`src/rtl/mux_read_arbiter_if.sv`:
```
// Request/sample bundle between mux_read_arbiter, its requesters and modified_mux.
interface mux_read_arbiter_if;
  logic        en;
  logic [15:0] req;
  logic        mux_out;
  logic [3:0]  sel;
  logic [15:0] ack;
  logic        sample_valid;
  logic        sample_data;
  logic [3:0]  sample_ch;
  logic        busy;

  modport master (
    output en, req, mux_out,
    input  sel, ack, sample_valid, sample_data, sample_ch, busy
  );

  modport slave (
    input  en, req, mux_out,
    output sel, ack, sample_valid, sample_data, sample_ch, busy
  );
endinterface

```
`src/rtl/mux_read_arbiter.sv`:
```
// Round-robin arbiter sharing a LATENCY-deep pipelined 16:1 bit mux among 16
// requesters; a tag pipeline tracks which channel each mux sample belongs to.
module mux_read_arbiter #(
  parameter int unsigned LATENCY = 1
) (
  input  logic              clk,
  input  logic              rst,
  mux_read_arbiter_if.slave bus
);

  logic [3:0]  ptr_q, ptr_d;
  logic [3:0]  sel_q, sel_d;
  logic [15:0] pending_q, pending_d;
  logic [15:0] elig;
  logic        grant_v;
  logic [3:0]  grant_ch;
  logic [3:0]  idx;

  logic        tag_v_q  [LATENCY+1];
  logic [3:0]  tag_ch_q [LATENCY+1];
  logic        dlv_v;
  logic [3:0]  dlv_ch;

  logic [15:0] ack_q, ack_d;
  logic        sample_valid_q;
  logic        sample_data_q;
  logic [3:0]  sample_ch_q;

  // Rotating priority search starting at ptr; first eligible channel wins.
  always_comb begin
    elig     = bus.en ? (bus.req & ~pending_q) : '0;
    grant_v  = 1'b0;
    grant_ch = ptr_q;
    idx      = ptr_q;
    for (int unsigned i = 0; i < 16; i++) begin
      idx = ptr_q + 4'(i);
      if (!grant_v && elig[idx]) begin
        grant_v  = 1'b1;
        grant_ch = idx;
      end
    end
  end

  assign dlv_v  = tag_v_q[LATENCY];
  assign dlv_ch = tag_ch_q[LATENCY];

  // Clear before set so a same-edge grant of the delivered channel wins.
  always_comb begin
    sel_d     = sel_q;
    ptr_d     = ptr_q;
    pending_d = pending_q;
    ack_d     = '0;
    if (dlv_v) begin
      pending_d[dlv_ch] = 1'b0;
      ack_d             = 16'd1 << dlv_ch;
    end
    if (grant_v) begin
      sel_d               = grant_ch;
      ptr_d               = grant_ch + 4'd1;
      pending_d[grant_ch] = 1'b1;
    end
  end

  always_ff @(posedge clk) begin
    if (rst) begin
      ptr_q          <= '0;
      sel_q          <= '0;
      pending_q      <= '0;
      ack_q          <= '0;
      sample_valid_q <= 1'b0;
      sample_data_q  <= 1'b0;
      sample_ch_q    <= '0;
      for (int unsigned s = 0; s <= LATENCY; s++) begin
        tag_v_q[s]  <= 1'b0;
        tag_ch_q[s] <= '0;
      end
    end else begin
      assert (!(grant_v && dlv_v && (grant_ch == dlv_ch)));
      ptr_q          <= ptr_d;
      sel_q          <= sel_d;
      pending_q      <= pending_d;
      ack_q          <= ack_d;
      sample_valid_q <= dlv_v;
      tag_v_q[0]     <= grant_v;
      tag_ch_q[0]    <= grant_ch;
      for (int unsigned s = 1; s <= LATENCY; s++) begin
        tag_v_q[s]  <= tag_v_q[s-1];
        tag_ch_q[s] <= tag_ch_q[s-1];
      end
      if (dlv_v) begin
        sample_data_q <= bus.mux_out;
        sample_ch_q   <= dlv_ch;
      end
    end
  end

  assign bus.sel          = sel_q;
  assign bus.ack          = ack_q;
  assign bus.sample_valid = sample_valid_q;
  assign bus.sample_data  = sample_data_q;
  assign bus.sample_ch    = sample_ch_q;
  assign bus.busy         = |pending_q;

endmodule

```
`src/flat_wrapper.sv`:
```
// flat-port wrapper written by rule: the top's interface ports become plain ports
module mux_read_arbiter_flat 
#(
  parameter int unsigned LATENCY = 1
)
  (clk, rst, bus_en, bus_req, bus_mux_out, bus_sel, bus_ack, bus_sample_valid, bus_sample_data, bus_sample_ch, bus_busy);
  mux_read_arbiter_if bus_i ();
  input  logic clk;
  input  logic rst;
  input wire logic [$bits(bus_i.en)-1:0] bus_en;
  input wire logic [$bits(bus_i.req)-1:0] bus_req;
  input wire logic [$bits(bus_i.mux_out)-1:0] bus_mux_out;
  output wire logic [$bits(bus_i.sel)-1:0] bus_sel;
  output wire logic [$bits(bus_i.ack)-1:0] bus_ack;
  output wire logic [$bits(bus_i.sample_valid)-1:0] bus_sample_valid;
  output wire logic [$bits(bus_i.sample_data)-1:0] bus_sample_data;
  output wire logic [$bits(bus_i.sample_ch)-1:0] bus_sample_ch;
  output wire logic [$bits(bus_i.busy)-1:0] bus_busy;
  assign bus_i.en = bus_en;
  assign bus_i.req = bus_req;
  assign bus_i.mux_out = bus_mux_out;
  assign bus_sel = bus_i.sel;
  assign bus_ack = bus_i.ack;
  assign bus_sample_valid = bus_i.sample_valid;
  assign bus_sample_data = bus_i.sample_data;
  assign bus_sample_ch = bus_i.sample_ch;
  assign bus_busy = bus_i.busy;
  mux_read_arbiter #(.LATENCY(LATENCY)) u_core (.clk(clk), .rst(rst), .bus(bus_i));
endmodule
```
`config.mk`:
```
export PLATFORM = sky130hd
export DESIGN_NAME = mux_read_arbiter_flat
export DESIGN_NICKNAME = d
export VERILOG_FILES = /design/src/rtl/mux_read_arbiter_if.sv /design/src/rtl/mux_read_arbiter.sv /design/src/flat_wrapper.sv
export SDC_FILE = /design/constraint.sdc
export NUM_CORES = 1
export LEC_CHECK = 0
export ABC_AREA = 1
export BUFFER_PORTS_ARGS = -buffer_cell sky130_fd_sc_hd__buf_2
export CAP_MARGIN = 25
export CORE_ASPECT_RATIO = 1.25
export CORE_UTILIZATION = 50
export DETAILED_ROUTE_END_ITERATION = 8
export PLACE_DENSITY = 0.7
export SETUP_SLACK_MARGIN = 0.15
export SYNTH_ARGS = -nofsm -noshare
export SYNTH_HDL_FRONTEND = slang
export SYNTH_SLANG_ARGS = --single-unit
```
`constraint.sdc`:
```
create_clock -name clk -period 4.4 [get_ports clk]
set_input_delay 0.66 -clock clk [delete_from_list [all_inputs] [get_ports clk]]
set_output_delay 0.66 -clock clk [all_outputs]
set_load 0.01 [all_outputs]
```
==> results.md <==
- Final Critical Period: 3960 ps
- Worst hold path class: register to register
- MaxCap Viol Count: 0
- Crit path max-delay cell type: dfxtp_1
- Max FO, Critical Path: 6
- CTS tree: done
- Yosys warnings: 0
- Worst setup EP type: register
- Top routing layer in use: met4
- Antenna violations before repair: 0
- Crit path arrival time: 4200 ps
- Worst flop-to-flop path startpoint: u_core.ptr_q[1]
- F_max: 252 MHz
- Synth Net Count: 716
- CP startpoint: u_core.ptr_q[1]
- First-pass GRT wire length: 20.2 mm
- Iter 0 DRT Violations: 378
- Startpoint Class: register
- Met2 WL post-DR: 6.22 mm
- Number of synthesized register bits: 56
- DPL Wire Length: 10.0 mm
- RSZ-0062 raised after global routing: no
- Source of the worst hold timing path: u_core.tag_ch_q[0][3]
- Post-route cell area: 4830 µm²
- Clk_lat worst skew: 300 ps
- Wire length per cell: 15.0 µm
- Layout cells sized above 1: 19.8%
- Number of buffers created by CTS: 5
- GP Congestion: 0.936
- Status: finished clean
- WP data required: 4640 ps
- Final clock skew: 3.71 ps
- Post-synth EDFFs: 0
- GRT overflow: 0
- DP Area: 4600 µm²
- Area grow syn2layout: 13.5%
- Final hold viol count: 0
- Row Count: 37
- Mapped cell area: 4260 µm²
- Met1 WL: 5.07 mm
- TritonCTS Sinks: 56
- Commonest non-fill, non-tap cells in the layout: nand2_1, nand3_1, inv_1, dfxtp_1, nor2_1
- Normalized max-slew margin: 60.6%
- CTS Root Cell: clkbuf_8
- Fin nets: 777
- I/O Buffers: 46
- Setup violators final: 0
- Vias in the first global route: 4254
- CTS clk-pin slew, worst paths: 90 ps
- Crit path kind: register to register
- Slew @ Worst Pin: 591 ps
- Metal3 WL: 661 µm
- Core ar.: 8240 µm²
- Starting Density: 51.6%
- Max incr delay on CP: 340 ps
- CTS max path bufs: 2
- Residual DRC count: 0
- Register area share after synthesis: 26.3%
- Largest net degree at the start of global routing: 33
- Post-route ant nets: 0
- Detailed Route WL: 12.7 mm
- Top Family by Delay on Critical Path: simple AND/OR/NAND/NOR gates
- Vias per Instance: 5.54
- Final setup TNS: 0 ps
- Most used DFF post-synth: dfxtp_1
- I/O Pins: 47
- Htree depth: 2
- Inserted Diodes: 0
- Cells after synthesis: 685
- Tcrit/Tclk final: 90.1%
- Async SR Flop Fraction: 0%
- Crit path buf inv count: 6
- GRT Total Usage: 28.4%
- Fin. max-slew vios: 0
- Mean Syn Cell Area: 6.21 µm²
- Drt first pass iters: 5
- Die Wd: 84.5 µm
- Cell mode on critical path: nor2_4
- Die Ht: 105 µm
- Die area: 8890 µm²
- Commonest non-fill, non-tap cell in the layout: nand2_1
- DR vias: 4670
- Count of different cell masters after synthesis: 39
[worst min-delay path, stage by stage (launching register included)]
cell     delay (ps)
dfxtp_1         310
inv_1            40
nor2_1           30
[through the flow]
step	util [%]	cells	hold slack [ps]	setup WS, ps
after floorplan	-	685	388	572
after global routing	58.6	843	442	152
after detailed placement	55.8	825	400	34.1
after CTS	56.8	832	415	221
after global placement	55.8	825	398	140
final	58.6	843	409	437
[layer usage]
metal,vias up,global-route usage [%]
li1,2347,-
met1,2088,33.5
met2,183,49.7
met3,52,2.84
met4,0,16.3
met5,-,0
[sequential cells by signal (all words and copies together), names as in the netlist]
signal / flops
u_core.bus.sample_ch: 4
u_core.bus.ack: 16
u_core.pending_q: 16
u_core.bus.sample_valid: 1
u_core.bus.sel: 4
u_core.tag_ch_q: 8
u_core.tag_v_q: 2
u_core.ptr_q: 4
u_core.bus.sample_data: 1
[cell type report]
| cell class | count | area [µm²] |
|---|---|---|
| clock buffers | 6 | 72.6 |
| clock inverters | 1 | 5.00 |
| fillers | 825 | 3410 |
| inverters | 89 | 344 |
| multi-input cells | 517 | 2700 |
| flip-flops and latches | 56 | 1120 |
| well taps | 97 | 121 |
| repair buffers | 77 | 469 |
[logic make-up (layout without fill, tap and decap cells)]
family | Yosys count | after routing | share of synthesized area, %
XOR/XNOR | 8 | 8 | 2.26
AO/OA/AOI/OAI | 80 | 80 | 10.1
flip-flops | 56 | 56 | 26.3
buffers and inverters | 112 | 173 | 11.7
AND/OR/NAND/NOR | 418 | 418 | 46.4
adder cells (fa/ha/maj) | 11 | 11 | 3.23
[synth_stat cells (5+ instances only)]
cell type | count | area (µm²)
nand3_1 | 88 | 440
o21ai_0 | 35 | 175
a21oi_1 | 28 | 140
o21ai_1 | 5 | 25.0
buf_6 | 7 | 78.8
clkbuf_1 | 6 | 22.5
nand4_1 | 22 | 138
nor2_4 | 8 | 90.1
nand2_2 | 9 | 56.3
a31oi_1 | 5 | 31.3
inv_2 | 10 | 37.5
ha_1 | 11 | 138
nand3_2 | 12 | 120
nand2_1 | 196 | 736
nor2_1 | 52 | 195
inv_1 | 76 | 285
nor3_1 | 17 | 85.1
buf_2 | 6 | 30.0
dfxtp_1 | 56 | 1120
[final timing paths]
check	to	slack, ps	cells after the start
worst max register to register	u_core.pending_q[0]	440	30
worst min register to register	u_core.tag_ch_q[0][7]	410	2
worst min-delay path	u_core.tag_ch_q[0][7]	410	2
worst max-delay path	u_core.pending_q[0]	440	30
[what timing repair did]
item                                    4_1_cts  5_1_grt
pin swaps                                     0        4
hold endpoints to repair                      0        0
endpoints found under the setup margin        3       18
buffers inserted                              0       11
gates resized for setup                       1       17
hold buffers                                  0        0
Power is left out: the tool's default activity adds up to more than one toggle a clock period on the data nets, which glitch-free logic cannot reach.
